$ cat src/rtl/relogio_pkg.sv
// Shared types and constants for the digital clock counter chain.
// The mode encoding is visible on the controller's maqc_modo port.
package relogio_pkg;

  typedef enum logic [1:0] {
    RUN      = 2'd0,
    SET_HORA = 2'd1,
    SET_MIN  = 2'd2
  } modo_t;

  localparam int SEG_MAX = 59;
  localparam int MIN_MAX = 59;

  // Counter width for n states, never narrower than one bit.
  function automatic int largura(input int n);
    return (n > 1) ? $clog2(n) : 1;
  endfunction

endpackage

$ cat src/rtl/sincroniza_borda.sv
// Two-flop synchronizer for an asynchronous button followed by a registered
// rising-edge detector: one-cycle pulse three clocks after the input edge.
module sincroniza_borda (
  input  logic clock,
  input  logic reset,
  input  logic entrada,
  output logic pulso
);

  // sinc[1:0] is the synchronizer, sinc[2] holds the previous synchronized level.
  logic [2:0] sinc;

  // NOTE: non-blocking assignments make every stage sample the pre-edge value,
  // so the chain advances exactly one stage per clock.
  always_ff @(posedge clock or posedge reset) begin
    if (reset) begin
      sinc  <= '0;
      pulso <= 1'b0;
    end else begin
      sinc  <= {sinc[1:0], entrada};
      pulso <= sinc[1] & ~sinc[2];
    end
  end

endmodule

$ cat src/rtl/maq_ctrl.sv
// Sequencing controller for the clock's seconds/minutes/hours machines:
// 1 Hz time base, carry cascade, time-setting mode FSM, timeout and blink.
module maq_ctrl
  import relogio_pkg::*;
#(
  parameter int CLK_HZ    = 50_000_000,
  parameter int TIMEOUT_S = 10
) (
  input  logic  maqc_clock,
  input  logic  maqc_reset,
  input  logic  maqc_botao_modo,
  input  logic  maqc_botao_inc,
  input  logic  maqc_carry_seg,
  input  logic  maqc_carry_min,
  output logic  maqc_en_seg,
  output logic  maqc_inc_seg,
  output logic  maqc_en_min,
  output logic  maqc_inc_min,
  output logic  maqc_en_hora,
  output logic  maqc_inc_hora,
  output logic  maqc_zera_seg,
  output modo_t maqc_modo,
  output logic  maqc_pisca
);

  localparam int PW   = $clog2(CLK_HZ);
  localparam int HALF = CLK_HZ / 2;
  localparam int BW   = largura(HALF);
  localparam int TW   = $clog2(TIMEOUT_S + 1);

  localparam logic [PW-1:0] PRESC_MAX = PW'(CLK_HZ - 1);
  localparam logic [BW-1:0] PISCA_MAX = BW'(HALF - 1);
  localparam logic [TW-1:0] TO_LIM    = TW'(TIMEOUT_S);

  if (CLK_HZ < 2 || (CLK_HZ % 2) != 0) begin : g_clk_hz_invalido
    $error("CLK_HZ must be >= 2 and even");
  end

  if (TIMEOUT_S < 1) begin : g_timeout_invalido
    $error("TIMEOUT_S must be >= 1");
  end

  logic [PW-1:0] presc;
  logic          tick;
  logic          pulso_modo;
  logic          pulso_inc;
  modo_t         modo;
  modo_t         modo_prox;
  logic [TW-1:0] to_cnt;
  logic [TW-1:0] to_cnt_inc;
  logic [BW-1:0] pisca_cnt;
  logic          pisca;
  logic          em_ajuste;
  logic          entra_ajuste;
  logic          sai_ajuste;
  logic          timeout;

  sincroniza_borda u_borda_modo (
    .clock   (maqc_clock),
    .reset   (maqc_reset),
    .entrada (maqc_botao_modo),
    .pulso   (pulso_modo)
  );

  sincroniza_borda u_borda_inc (
    .clock   (maqc_clock),
    .reset   (maqc_reset),
    .entrada (maqc_botao_inc),
    .pulso   (pulso_inc)
  );

  assign em_ajuste  = (modo == SET_HORA) || (modo == SET_MIN);
  assign to_cnt_inc = to_cnt + TW'(1);

  // Expires on the tick that would bring the count to TIMEOUT_S; an increment
  // press in the same cycle restarts the wait instead.
  assign timeout = em_ajuste && tick && !pulso_inc && (to_cnt_inc == TO_LIM);

  // ---------------------------------------------------------------- FSM
  always_ff @(posedge maqc_clock or posedge maqc_reset) begin
    if (maqc_reset) begin
      modo <= RUN;
    end else begin
      modo <= modo_prox;
    end
  end

  always_comb begin
    modo_prox = modo;
    case (modo)
      RUN:      if (pulso_modo) modo_prox = SET_HORA;
      SET_HORA: begin
        if (pulso_modo)   modo_prox = SET_MIN;
        else if (timeout) modo_prox = RUN;
      end
      SET_MIN:  if (pulso_modo || timeout) modo_prox = RUN;
      default:  modo_prox = RUN;
    endcase
  end

  assign entra_ajuste = (modo_prox != modo) && (modo_prox != RUN);
  assign sai_ajuste   = em_ajuste && (modo_prox == RUN);

  // NOTE: every output gets a default before the case, so no path can leave
  // one unassigned and infer a latch.
  always_comb begin
    maqc_en_seg   = 1'b0;
    maqc_en_min   = 1'b0;
    maqc_en_hora  = 1'b0;
    maqc_inc_seg  = 1'b0;
    maqc_inc_min  = 1'b0;
    maqc_inc_hora = 1'b0;
    case (modo)
      RUN: begin
        maqc_en_seg   = 1'b1;
        maqc_en_min   = 1'b1;
        maqc_en_hora  = 1'b1;
        maqc_inc_seg  = tick;
        maqc_inc_min  = tick & maqc_carry_seg;
        maqc_inc_hora = tick & maqc_carry_seg & maqc_carry_min;
      end
      SET_HORA: begin
        maqc_en_hora  = 1'b1;
        maqc_inc_hora = pulso_inc & ~pulso_modo;
      end
      SET_MIN: begin
        // carry_min is deliberately ignored: 59 wraps to 00 without touching hours.
        maqc_en_min  = 1'b1;
        maqc_inc_min = pulso_inc & ~pulso_modo;
      end
      default: ;
    endcase
  end

  assign maqc_modo = modo;

  // ---------------------------------------------------------- time base
  // Reloaded on leaving a set mode so the first RUN second is a full second.
  always_ff @(posedge maqc_clock or posedge maqc_reset) begin
    if (maqc_reset) begin
      presc <= '0;
      tick  <= 1'b0;
    end else if (sai_ajuste) begin
      presc <= '0;
      tick  <= 1'b0;
    end else if (presc == PRESC_MAX) begin
      presc <= '0;
      tick  <= 1'b1;
    end else begin
      presc <= presc + PW'(1);
      tick  <= 1'b0;
    end
  end

  always_ff @(posedge maqc_clock or posedge maqc_reset) begin
    if (maqc_reset) begin
      maqc_zera_seg <= 1'b0;
    end else begin
      maqc_zera_seg <= sai_ajuste;
    end
  end

  // ------------------------------------------------------------ timeout
  always_ff @(posedge maqc_clock or posedge maqc_reset) begin
    if (maqc_reset) begin
      to_cnt <= '0;
    end else if (modo_prox == RUN || entra_ajuste || pulso_modo || pulso_inc) begin
      to_cnt <= '0;
    end else if (tick) begin
      to_cnt <= to_cnt_inc;
    end
  end

  // -------------------------------------------------------------- blink
  // Forced on at entry and on each increment so the edited value is visible.
  always_ff @(posedge maqc_clock or posedge maqc_reset) begin
    if (maqc_reset) begin
      pisca_cnt <= '0;
      pisca     <= 1'b1;
    end else if (modo_prox == RUN || entra_ajuste || (em_ajuste && pulso_inc)) begin
      pisca_cnt <= '0;
      pisca     <= 1'b1;
    end else if (pisca_cnt == PISCA_MAX) begin
      pisca_cnt <= '0;
      pisca     <= ~pisca;
    end else begin
      pisca_cnt <= pisca_cnt + BW'(1);
    end
  end

  assign maqc_pisca = pisca;

endmodule

$ cat config.mk
export PLATFORM = sky130hd
export DESIGN_NAME = maq_ctrl
export DESIGN_NICKNAME = d
export VERILOG_FILES = /design/src/rtl/relogio_pkg.sv /design/src/rtl/sincroniza_borda.sv /design/src/rtl/maq_ctrl.sv
export SDC_FILE = /design/constraint.sdc
export NUM_CORES = 1
export LEC_CHECK = 0
export ABC_AREA = 1
export BUFFER_PORTS_ARGS = -buffer_cell sky130_fd_sc_hd__buf_2
export CORE_ASPECT_RATIO = 0.7
export CORE_MARGIN = 10
export CORE_UTILIZATION = 45
export CTS_CLUSTER_DIAMETER = 30
export DETAILED_ROUTE_END_ITERATION = 16
export PLACE_DENSITY_LB_ADDON = 0.2
export SLEW_MARGIN = 5
export SYNTH_ARGS = -nofsm -noshare
export SYNTH_HDL_FRONTEND = slang
export SYNTH_SLANG_ARGS = --single-unit
$ cat constraint.sdc
create_clock -name maqc_clock -period 3 [get_ports maqc_clock]
set_input_delay 0.6 -clock maqc_clock [delete_from_list [all_inputs] [get_ports maqc_clock]]
set_output_delay 0.6 -clock maqc_clock [all_outputs]
set_load 0.005 [all_outputs]
==> flow_summary.json <==
{
  "status": "complete, no violations",
  "cts.reportedPaths.clkPinSlew_ns": 0.05,
  "flow.area_growth_from_synthesis_pct": 11.0,
  "worst-path-max-fanout": 16,
  "finalSetupTns_ns": 0,
  "gp_congestion": 0.948,
  "number_of_instances_in_the_synthesized_netlist": 538,
  "yosys_warnings": 0,
  "grt.met2_usage_pct": 19.1,
  "max_clock_skew_ns": 0.00545,
  "synth.distinct_cells": 38,
  "final_layout_size_suffix_gt1_share_pct": 15.3,
  "most_common_cell_after_layout_fill_and_taps_aside": "sky130_fd_sc_hd__nand2_1",
  "yosysSeqAreaShare_pct": 40.8,
  "maxSlewViolCount": 0,
  "drcViolationCount": 0,
  "cts.repair.resized": 0,
  "dieWidth_um": 135,
  "vias_per_cell": 5.08,
  "grt_first_pass_wirelength_um": 16100,
  "core-area_sq_um": 9030,
  "n_antenna_cell": 0,
  "min_period_over_period_pct": 77.8,
  "switchingPower_mw": 0.952,
  "pwr-share-comb_pct": 26.7,
  "clockPowerShare_pct": 35.4,
  "hold_viol": 0,
  "final_net_count": 571,
  "cellLeakagePower_nw": 2.02,
  "drt_wl_total_um": 9490,
  "power_per_unit_of_standard_cell_area_nw_per_um2": 592,
  "cp_data_arrival_time_ns": 2.59,
  "async_flop_share_pct": 100,
  "num_rows": 29,
  "slew_headroom_pct": 53.1,
  "top_usage_layer": "met1",
  "irDropWorstVdd_mv": 0.335,
  "syn-num-nets": 552,
  "max_freq_mhz": 429,
  "top_library_cells_by_usage_in_the_layout_fill_and_taps_aside": "sky130_fd_sc_hd__nand2_1, sky130_fd_sc_hd__nor2_1, sky130_fd_sc_hd__dfrtp_1, sky130_fd_sc_hd__inv_1, sky130_fd_sc_hd__nand3_1",
  "worst_pin_slew_ns": 0.703,
  "wl_per_cell_um": 13.8,
  "drv.max_cap_violation_count": 0,
  "combined_flip_flop_and_latch_cell_area_sq_um": 1700,
  "initial_util_pct": 46.2,
  "area_of_the_multi_input_gates_sq_um": 2120,
  "worstSetupEndpointType": "flop",
  "syn_area_sq_um": 4170,
  "insertion_delay_ns": 0.33,
  "antenna_found_initial": 0,
  "rsz0062_at_grt": "no",
  "ioPinCount": 16,
  "cts_buffer_depth": 2,
  "number_of_flops_mapped_to_enable_cells_by_yosys": 0,
  "clock_tree.htree_level_count": 3,
  "share_seq_of_total_power_pct": 37.9,
  "startpoint_type": "flop",
  "postCtsSetupRepairBufs": 0,
  "detailroute.via_count": 3487,
  "worst-endpoint-required_ns": 3.26,
  "drt_pass1_iterations": 5,
  "intPower_mw": 1.79,
  "floorplan.die.height_um": 101,
  "post-dp-hpwl_um": 7170,
  "min_delay_worst_type": "reg -> reg",
  "port_buffers": 15,
  "clock_sinks": 68,
  "sw_frac_of_total_pct": 34.7,
  "ys_dominant_reg_cell": "sky130_fd_sc_hd__dfrtp_1",
  "postSynthAreaPerCell_sq_um": 7.76,
  "globalRouteMet3Util_pct": 4.23,
  "clock_tree_from_tritoncts": "built",
  "drt_first_iter_violations": 239,
  "whs_ns": 0.348,
  "setup_viol_count_final": 0,
  "clock_tree.root_cell": "sky130_fd_sc_hd__clkbuf_16",
  "timing_worst_setup_path_type": "reg -> reg",
  "die_area_sq_um": 13600,
  "cts_hold_buf": 0,
  "n_fill_cell": 866,
  "cts_inserted_buffers": 9,
  "track_usage_pct": 14.6,
  "synth_seq_cells": 68,
  "gr-total-overflow": 0,
  "grt_start_max_net_pins": 40,
  "finalCriticalPeriod_ns": 2.33,
  "met1_usage_pct": 21.9,
  "antenna_violating_nets_post_route": 0,
  "grt_pass1_vias": 3270
}
worst max-delay path, stage by stage, from the launching register on:
cell	delay [ns]
sky130_fd_sc_hd__dfrtp_1	0.44
sky130_fd_sc_hd__inv_1	0.14
sky130_fd_sc_hd__ha_1	0.24
sky130_fd_sc_hd__inv_2	0.08
sky130_fd_sc_hd__nand2_2	0.07
sky130_fd_sc_hd__nor2_1	0.06
sky130_fd_sc_hd__a211oi_1	0.27
sky130_fd_sc_hd__nand3_1	0.12
sky130_fd_sc_hd__nand2_1	0.18
sky130_fd_sc_hd__nand3_4	0.27
sky130_fd_sc_hd__buf_12	0.27
sky130_fd_sc_hd__nor2_1	0.10
cell families (layout without fill, tap and decap cells):
logic type / Yosys count / count (layout) / synth area share (%)
and+or+nand+nor: 335 / 335 / 40.3
buffers and inverters: 81 / 105 / 8.48
xor gates and xnor gates: 20 / 20 / 4.20
DFF: 68 / 68 / 40.8
adders and majority gates: 8 / 8 / 2.40
AOI/OAI and AO/OA: 26 / 26 / 3.81
power groups by stage:
stage               Sequential (mW)  Clock (mW)  Combinational (mW)
global route                   1.05        1.04               0.833
global placement               1.05           0               0.736
detailed placement             1.05           0               0.742
finish                         1.04       0.972               0.734
floorplan                      1.04           0               0.619
CTS                            1.04        1.00               0.748
registers in the layout, summed over array words and instances, names as in the netlist, 2 cells and up:
register / flops
u_borda_modo.sinc: 3
u_borda_inc.sinc: 3
maqc_modo: 2
presc: 26
pisca_cnt: 25
to_cnt: 4
synthesized netlist by cell type (4+ instances only):
cell type                  count  area, sq um
sky130_fd_sc_hd__a21o_1        4         30.0
sky130_fd_sc_hd__a21oi_1       7         35.0
sky130_fd_sc_hd__dfrtp_1      67         1680
sky130_fd_sc_hd__ha_1          8          100
sky130_fd_sc_hd__inv_1        64          240
sky130_fd_sc_hd__inv_2         8         30.0
sky130_fd_sc_hd__nand2_1     100          375
sky130_fd_sc_hd__nand2_2       8         50.1
sky130_fd_sc_hd__nand3_1      55          275
sky130_fd_sc_hd__nand3b_1      5         37.5
sky130_fd_sc_hd__nand4_1      19          119
sky130_fd_sc_hd__nor2_1       82          308
sky130_fd_sc_hd__nor2_2        6         37.5
sky130_fd_sc_hd__nor2_4       20          225
sky130_fd_sc_hd__nor3_1       23          115
sky130_fd_sc_hd__nor4_1        4         25.0
sky130_fd_sc_hd__o21ai_0       7         35.0
sky130_fd_sc_hd__or2_2         5         31.3
sky130_fd_sc_hd__xor2_1       17          149
routing by layer:
layer / wire, um / up-vias
met5: 0 / -
met4: 133 / 0
met3: 690 / 12
met2: 3600 / 99
met1: 5060 / 1611
li1: - / 1765
through the flow:
step | std cells | setup WS (ns) | util (%) | power, mW | instance area [sq um]
final | 686 | 0.667 | 51.3 | 2.74 | 4630
after global routing | 686 | 0.479 | 51.3 | 2.92 | 4630
after CTS | 686 | 0.669 | 51.3 | 2.79 | 4630
after detailed placement | 670 | 0.707 | 48.3 | 1.80 | 4360
after global placement | 670 | 0.810 | 48.3 | 1.79 | 4360
after floorplan | 538 | 0.690 | - | 1.66 | 4170
cell type report:
cell class	instances	area share [%]
timing repair buffer	17	2.48
inverter	72	5.83
clock buffer	14	5.70
clock inverter	2	0.216
sequential	68	36.7
multi-input combinational	389	45.7
tap	124	3.35
final timing paths:
| check | start | to | slack [ns] | depth (start not counted) |
|---|---|---|---|---|
| max | maqc_modo[1] | pisca_cnt[0] | 0.67 | 11 |
| min | u_borda_modo.sinc[0] | u_borda_modo.sinc[1] | 0.35 | 0 |
| max reg2reg | maqc_modo[1] | pisca_cnt[0] | 0.67 | 11 |
| min reg2reg | u_borda_modo.sinc[0] | u_borda_modo.sinc[1] | 0.35 | 0 |
| max in group asynchronous | maqc_reset | maqc_pisca | 1.91 | 3 |
| min in group asynchronous | maqc_reset | presc[24] | 0.38 | 2 |
Note: power is estimated with default switching activity, not from simulation.
